### src/rtl/variable_delay_pkg.sv
// Shared definitions for the multi-channel variable delay line.
package variable_delay_pkg;

  localparam int DEF_DIV = 50000;
  localparam int DEF_N   = 8;

  typedef enum logic [1:0] {
    STEP_HOLD = 2'd0,
    STEP_UP   = 2'd1,
    STEP_DOWN = 2'd2
  } step_t;

  // Width of the len register; never narrower than one bit.
  function automatic int len_width(input int depth);
    return (depth > 2) ? $clog2(depth) : 1;
  endfunction

endpackage

### src/rtl/btn_debounce.sv
// Synchroniser, sampled history and press-edge detector for one push-button.
module btn_debounce
  import variable_delay_pkg::*;
#(
  parameter int N = DEF_N
) (
  input  logic clk,
  input  logic rst,
  input  logic sample_en,
  input  logic raw,
  output logic stable,
  output logic press
);

  logic [1:0]   sync;
  logic [N-1:0] hist;
  logic         stable_q;

  // Two-flop synchroniser for the asynchronous button input.
  always_ff @(posedge clk or posedge rst) begin
    if (rst) sync <= '0;
    else     sync <= {sync[0], raw};
  end

  // Shift the synchronised level into the history on each sample tick.
  always_ff @(posedge clk or posedge rst) begin
    if (rst)            hist <= '0;
    else if (sample_en) hist <= {hist[N-2:0], sync[1]};
  end

  // Accept a new level only once the whole history agrees on it.
  always_ff @(posedge clk or posedge rst) begin
    if (rst)          stable <= 1'b0;
    else if (&hist)   stable <= 1'b1;
    else if (~|hist)  stable <= 1'b0;
  end

  // Registered rising-edge detect: one-cycle press, releases are ignored.
  always_ff @(posedge clk or posedge rst) begin
    if (rst) begin
      stable_q <= 1'b0;
      press    <= 1'b0;
    end else begin
      stable_q <= stable;
      press    <= stable & ~stable_q;
    end
  end

endmodule

### src/rtl/variable_delay_mc.sv
// Multi-channel delay line whose length is stepped by two debounced buttons.
module variable_delay_mc
  import variable_delay_pkg::*;
#(
  parameter int CH    = 3,
  parameter int DEPTH = 16,
  parameter int DIV   = DEF_DIV,
  parameter int N     = DEF_N,
  parameter int WRAP  = 1,
  localparam int LW   = len_width(DEPTH)
) (
  input  logic          clk,
  input  logic          rst,
  input  logic [CH-1:0] din,
  input  logic          btn_up_raw,
  input  logic          btn_dn_raw,
  output logic [CH-1:0] dout,
  output logic [LW-1:0] len,
  output logic          len_changed
);

  localparam int PW = $clog2(DIV);

  logic [PW-1:0] presc;
  logic          sample_en;
  logic          up_stable, dn_stable, up_press, dn_press;
  logic          unused_stable;
  step_t         step;
  logic [LW-1:0] len_next;
  logic [CH-1:0] stages [DEPTH-1];

  assign sample_en     = (presc == PW'(DIV - 1));
  assign unused_stable = up_stable ^ dn_stable;

  // Shared prescaler producing one sample tick every DIV cycles.
  always_ff @(posedge clk or posedge rst) begin
    if (rst)            presc <= '0;
    else if (sample_en) presc <= '0;
    else                presc <= presc + 1'b1;
  end

  btn_debounce #(.N(N)) u_up (
    .clk       (clk),
    .rst       (rst),
    .sample_en (sample_en),
    .raw       (btn_up_raw),
    .stable    (up_stable),
    .press     (up_press)
  );

  btn_debounce #(.N(N)) u_dn (
    .clk       (clk),
    .rst       (rst),
    .sample_en (sample_en),
    .raw       (btn_dn_raw),
    .stable    (dn_stable),
    .press     (dn_press)
  );

  // Decode the press pulses into a direction; simultaneous presses cancel.
  always_comb begin
    step = STEP_HOLD;
    if (up_press && !dn_press)      step = STEP_UP;
    else if (dn_press && !up_press) step = STEP_DOWN;
  end

  // Next length, modulo DEPTH with wrap or saturation at the ends.
  always_comb begin
    len_next = len;
    case (step)
      STEP_UP: begin
        if (len == LW'(DEPTH - 1)) len_next = (WRAP != 0) ? '0 : len;
        else                       len_next = len + 1'b1;
      end
      STEP_DOWN: begin
        if (len == '0) len_next = (WRAP != 0) ? LW'(DEPTH - 1) : len;
        else           len_next = len - 1'b1;
      end
      default: len_next = len;
    endcase
  end

  // Length register plus a pulse whenever it actually moves.
  always_ff @(posedge clk or posedge rst) begin
    if (rst) begin
      len         <= '0;
      len_changed <= 1'b0;
    end else begin
      len         <= len_next;
      len_changed <= (len_next != len);
    end
  end

  // Free-running shift chain; every stage moves on every edge.
  always_ff @(posedge clk or posedge rst) begin
    if (rst) begin
      for (int i = 0; i < DEPTH - 1; i++) stages[i] <= '0;
    end else begin
      stages[0] <= din;
      for (int i = 1; i < DEPTH - 1; i++) stages[i] <= stages[i-1];
    end
  end

  // Output tap: len=0 is a pure wire, otherwise stage len-1.
  always_comb begin
    dout = din;
    for (int i = 1; i < DEPTH; i++) begin
      if (len == LW'(i)) dout = stages[i-1];
    end
  end

endmodule

### config.mk
export PLATFORM = sky130hd
export DESIGN_NAME = variable_delay_mc
export DESIGN_NICKNAME = d
export VERILOG_FILES = /design/src/rtl/variable_delay_pkg.sv /design/src/rtl/btn_debounce.sv /design/src/rtl/variable_delay_mc.sv
export SDC_FILE = /design/constraint.sdc
export NUM_CORES = 1
export LEC_CHECK = 0
export ABC_CLOCK_PERIOD_IN_PS = 5000
export CELL_PAD_IN_SITES_DETAIL_PLACEMENT = 1
export CELL_PAD_IN_SITES_GLOBAL_PLACEMENT = 2
export CORE_AREA = 4 4 100 102
export CTS_BUF_LIST = sky130_fd_sc_hd__clkbuf_8
export DETAILED_ROUTE_END_ITERATION = 12
export DIE_AREA = 0 0 104 106
export HOLD_SLACK_MARGIN = 0.08
export PLACE_DENSITY = 0.95
export SYNTH_ARGS = -nofsm -noshare
export SYNTH_HDL_FRONTEND = slang
export SYNTH_SLANG_ARGS = --single-unit
### constraint.sdc
create_clock -name clk -period 5 [get_ports clk]
set_input_delay 0.5 -clock clk [delete_from_list [all_inputs] [get_ports clk]]
set_output_delay 0.5 -clock clk [all_outputs]
set_load 0.1 [all_outputs]
==> key figures <==
Outcome
  – Outcome: completed

GRT
  – Initial antenna violation count: 0
  – Overflow after GRT: 0
  – Vias in the first global route: 2957
  – Gr usage total: 16.8%
  – Pin count of the biggest net entering global routing: 53
  – First-pass GRT wire length: 15.1 mm

Pwr
  – Maximum vdd drop: 178 µV
  – Power consumption: 0.00137 W
  – Cell internal pwr: 0.00107 W
  – Leak pwr: 1.93 nW
  – Logic pwr share: 3.2%
  – Clock Power Share: 40.2%
  – Register share of total power: 56.6%
  – Switching share of total power: 21.9%
  – Switch Pwr: 0.000300 W
  – Power Density: 312 mW/mm²

Min path
  – HP Class: reg2reg
  – Hold path endpoint: u_dn.sync[1]$_DFF_PP0_
  – Min-delay src: u_dn.sync[0]$_DFF_PP0_
  – Depth of the worst hold-timing path: 0

Job
  – Max cap viols: 0

Worst setup path
  – Reg2reg path depth: 6
  – RR Endpoint: presc[9]$_DFF_PP0_
  – Worst setup EP type: output port
  – Worst r2r src: presc[0]$_DFF_PP0_
  – CP Launch Type: flop
  – Crit path kind: reg2out
  – Worst EP required: 4.50 ns
  – Arrival time at the worst endpoint: 3.88 ns
  – Internal reg-to-reg setup slack: 2.58 ns
  – Crit path max fanout: 24
  – Critical path startpoint: len[1]$_DFF_PP0_

STA
  – Max Clk Rate: 0.228 GHz
  – Slew margin rel.: 34.2%
  – Final Hold Viols: 0
  – RSZ-0062 raised after global routing: no
  – Setup TNS: 0 ns
  – Tcrit/Tclk final: 87.6%
  – Min Tclk post-route: 4.38 ns
  – Final setup fails: 0
  – Slew @ Worst Pin: 0.983 ns
  – Skew final: 0.0108 ns
  – Pins Over Slew Limit: 0

Synthesis
  – Sequential element share of the synthesized area: 57.7%
  – Cells after synthesis: 378
  – Yosys reg bits: 92
  – Synth Warn #: 0
  – Post-synth top flop: dfrtp_1
  – Dominant cell type by area after synthesis: dfrtp_1
  – EDFF count, synth: 0
  – Cell area after synthesis: 0.00399 mm²
  – Dominant cells by area after synthesis: dfrtp_1 (58%), nand2_1 (5.5%), a21oi_1 (2.6%)
  – Synth top area share: 57.7%
  – Fraction of registers with async set/reset: 100%
  – Syn_nets: 392
  – Yosys cell types: 62
  – Syn_area_per_cell: 10.6 µm²

Routing
  – Vias per cell: 5.61
  – Vias: 2814
  – Routed WL: 8.65 mm
  – Wire per inst: 17.2 µm
  – Detailed router's first-iteration violation count: 89
  – Remaining antenna violation count: 0
  – Pre-antenna DRT Iters: 4
  – # DRC: 0

Clock network
  – Post-CTS Hold Fix Bufs: 0
  – Clock root cell: clkbuf_8
  – TritonCTS Buffers: 9
  – Clk sinks: 92
  – CTS tree: yes
  – Worst skew pair latency: 0.35 ns
  – CTS resizes: 0
  – H-tree depth: 3
  – Clk buf depth: 2
  – Post-CTS Setup Inserts: 0
  – Reg clk slew, reported paths: 0.09 ns

Placed design
  – Port Buffers: 14
  – Dpl hpwl: 5.92 mm
  – RePlAce Congestion: 0.812
  – Placed cell areas: 0.00417 mm²

Final layout
  – NumNets Final: 401
  – Register Area: 0.00230 mm²
  – Ratio of cells with drive above 1 in the final layout: 8.18%
  – Most frequent cells in the layout: dfrtp_1 (92), nand2_1 (58), nor2_1 (28)
  – Commonest non-fill, non-tap cell in the layout: dfrtp_1
  – Antenna cells: 0
  – Fin area: 0.00439 mm²
  – Layout area overhead: 10.1%
  – Layout fillers: 1016
  – Area of the multi-input gates: 0.00151 mm²

Die
  – Die X: 104 µm
  – Initial core utilization: 43.8%
  – Number of core rows: 35
  – Total core area: 0.00911 mm²
  – I/O pin cnt: 15
  – Die ar.: 0.0110 mm²
  – Die span in y: 106 µm
==> per-stage QoR <==
step / hold slack [ns] / instances / setup slack, ns / util, %
6_report: 0.357 / 502 / 0.621 / 48.2
3_5_place_dp: 0.336 / 487 / 1.01 / 45.8
2_1_floorplan: 0.331 / 378 / 0.165 / -
5_1_grt: 0.378 / 502 / 0.336 / 48.2
4_1_cts: 0.358 / 502 / 0.573 / 48.2
3_3_place_gp: 0.333 / 487 / 1.10 / 45.8
==> synthesized netlist by cell type, types with 2 or more instances <==
master,n
nand2_1,58
nor2_1,28
buf_4,5
buf_6,3
xor2_1,7
nor2b_1,6
a2111oi_0,3
dfrtp_1,92
nand2b_1,6
o21ai_1,2
o31ai_1,3
clkbuf_1,3
or4_1,2
a211oi_1,3
o22ai_1,5
mux2i_1,5
buf_2,7
o41ai_1,3
nor4_1,3
a22oi_1,2
a31oi_1,3
or3_1,2
or2b_1,2
and2_1,4
nand4_1,5
o2bb2ai_1,2
inv_1,17
nand3_1,10
a221oi_1,3
xnor2_1,7
a21oi_2,2
ha_1,7
nor3_1,5
o21ai_0,14
a21oi_1,21
and3_1,2
==> worst max-delay path, cell delays in order, from the launching register on <==
cell,delay (ns)
dfrtp_1,0.46
inv_1,0.16
ha_1,0.74
or4b_4,0.55
o21ai_2,0.08
a2111oi_2,0.09
a211oi_1,0.32
o32ai_2,0.15
clkdlybuf4s50_1,0.98
==> power by group through the flow <==
stage | combinational (W) | clock [W] | sequential (W)
final | 0.0000435 | 0.000552 | 0.000776
after global routing | 0.0000488 | 0.000600 | 0.000779
after CTS | 0.0000449 | 0.000571 | 0.000776
after detailed placement | 0.0000448 | 0 | 0.000791
after global placement | 0.0000436 | 0 | 0.000790
after floorplan | 0.0000301 | 0 | 0.000785
==> area by class of cell <==
| class | instances | share of cell area [%] |
|---|---|---|
| clock inverters | 5 | 1.91 |
| repair buffers | 16 | 3.42 |
| flip-flops and latches | 92 | 52.4 |
| clock buffers | 10 | 3.13 |
| inverters | 18 | 1.57 |
| multi-input cells | 250 | 34.4 |
| well taps | 111 | 3.16 |
==> state kept, by name (all words and copies together), names as in the netlist <==
register and count:
stages 45, presc 16, len_changed 1, u_up.stable 1
len 4, u_dn.press 1, u_up.press 1, u_dn.hist 8
u_up.hist 8, u_dn.stable_q 1, u_dn.sync 2, u_up.stable_q 1
u_dn.stable 1, u_up.sync 2
==> worst max path at each step <==
stage,end,depth (start not counted)
2_1_floorplan,dout[1],7
3_3_place_gp,dout[0],8
3_5_place_dp,dout[0],8
4_1_cts,dout[0],8
5_1_grt,dout[0],8
6_report,dout[0],8
==> cells by family (layout without fill, tap and decap cells) <==
logic type	after synthesis	in the layout	share of synthesized area, %
AOI/OAI and AO/OA	79	79	13.3
and+or+nand+nor	145	145	17.9
xor gates and xnor gates	14	14	3.07
adders and majority gates	7	7	2.19
muxes	5	5	1.25
buffers and inverters	36	49	4.64
DFF	92	92	57.7
==> per-layer routing <==
metal / GRT usage [%] / part of all wire (%)
met2: 28.6 / 50
met5: 0 / 0
met3: 3.95 / 3.4
met1: 22.0 / 45
met4: 3.42 / 1.0
No activity file was read; power rests on OpenSTA's default activity.
==> RTL change: new RTL, same flow settings <==
Register the output `dout`; this adds one clock of latency there. The other outputs are not delayed to match.
--- a/src/rtl/variable_delay_mc.sv
+++ b/src/rtl/variable_delay_mc.sv
@@ -21,4 +21,6 @@
 
   localparam int PW = $clog2(DIV);
+
+  logic [CH-1:0] dout_d;
 
   logic [PW-1:0] presc;
@@ -104,8 +106,12 @@
   // Output tap: len=0 is a pure wire, otherwise stage len-1.
   always_comb begin
-    dout = din;
+    dout_d = din;
     for (int i = 1; i < DEPTH; i++) begin
-      if (len == LW'(i)) dout = stages[i-1];
+      if (len == LW'(i)) dout_d = stages[i-1];
     end
+  end
+
+  always_ff @(posedge clk) begin
+    dout <= dout_d;
   end
 
Function: changed (Yosys sat finds a counterexample within 4 cycles, from zero or initial values and one cycle with rst high).
==> RTL change against the unedited design <==
Design area up 0.91%. Sequential cell count rose by 3. Worst setup slack gained 1300 ps. Global-route usage down 0.25 points. Via count decreased by 0.64%. Routed wire length is 1.8% lower. Clock power shrank 8.0%. Area after synthesis rose by 1.5%. First-iteration DRC count up 22%. Total power is 1.4% lower.
==> RTL change: results <==
export IMPL_crit_reg2reg_launch="len[0]"
export IMPL_grt_max_degree=48
export IMPL_r2r_end="dout[1]"
export IMPL_mappedNetlistNets=395
export IMPL_postCtsSetupRepairBufs=0
export IMPL_worst_ir_drop_vdd_v=0.000150
export IMPL_async_flop_share=0.968
export IMPL_finalClockSkew_ps=18.1
export IMPL_critPathLaunch="len[2]"
export IMPL_post_dp_hpwl_um=5670
export IMPL_slew_headroom=0.342
export IMPL_gr_usage_all_layers=0.165
export IMPL_run_status="complete, no violations"
export IMPL_place_gp_congestion=0.833
export IMPL_p_leak_uw=0.00194
export IMPL_dr_first_iter_drc_count=109
export IMPL_grt_first_pass_wirelength_um=14900
export IMPL_yosys_top_cells_area="dfrtp_1 57%, nand2_1 5.4%, a21oi_1 2.6%"
export IMPL_critPathCapture="len[2]"
export IMPL_r2r_worst_path_cells=7
export IMPL_instances_no_fill=506
export IMPL_ff2ff_setup_slack_ps=2270
export IMPL_grt_pass1_vias=2930
export IMPL_ys_types=63
export IMPL_filler_cell_count=1006
export IMPL_critical_path_max_stage_delay_ps=1290
export IMPL_post_route_cells_drive_above_1_share=0.0734
export IMPL_worstPathArrival_ps=2620
export IMPL_post_detailed_routing_wire_length_um=8490
-- RTL change: changes by cell type in the layout (fill, tap and decap cells not counted), sizes merged --
cell           unedited run  this run
clkdlybuf4s50            12        14
buf                       4         2
dfxtp                     0         3
bufinv                    2         1
inv                      18        20
-- RTL change: final cells by class --
cell class / instances / share of cell area
Clock buffer: 10 / 0.0310
Clock inverter: 6 / 0.0150
Inverter: 18 / 0.0155
Multi-Input combinational cell: 250 / 0.339
Sequential cell: 95 / 0.533
Tap cell: 111 / 0.0313
Timing Repair Buffer: 16 / 0.0350
-- RTL change: report_power, final --
part	total (uW)	internal (uW)	switching (uW)
Combinational	43.2	13.3	29.9
Clock	508	247	261
Sequential	800	789	11.7
Total	1350	1050	303
-- RTL change: through the flow --
stage           util  hold WS [ps]  worst slack (ps)  cell area [um2]
2_1_floorplan      -           331              2110             4050
3_3_place_gp   0.464           332              2270             4230
3_5_place_dp   0.464           336              2220             4230
4_1_cts        0.487           358              1850             4430
5_1_grt        0.487           375              1760             4430
6_report       0.487           358              1880             4430
-- RTL change: worst min path at each step --
stage | cells past startpoint | slack [ps] | to | start
after floorplan | 0 | 330 | u_dn.sync[1] | u_dn.sync[0]
after global placement | 0 | 330 | u_dn.sync[1] | u_dn.sync[0]
after detailed placement | 0 | 340 | u_dn.sync[1] | u_dn.sync[0]
after CTS | 0 | 360 | u_dn.sync[1] | u_dn.sync[0]
after global routing | 0 | 380 | u_dn.sync[1] | u_dn.sync[0]
final | 0 | 360 | u_dn.sync[1] | u_dn.sync[0]
-- RTL change: cell families (layout without fill, tap and decap cells) --
kind of cell,Yosys count,count (layout),share of synthesized area
adder cells (fa/ha/maj),7,7,0.0216
multiplexers,5,5,0.0123
AO/OA/AOI/OAI,79,79,0.131
flip-flops,95,95,0.583
XOR/XNOR,14,14,0.0303
buffers and inverters,36,50,0.0457
AND/OR/NAND/NOR,145,145,0.177
-- RTL change: routing by layer --
layer  routed length [um]  global-route usage  vias up
met5                    0                   0        -
met4                   93              0.0437        0
met3                  272              0.0395       11
li1                     -                   -     1335
met1                 3940               0.220     1414
met2                 4190               0.273       36
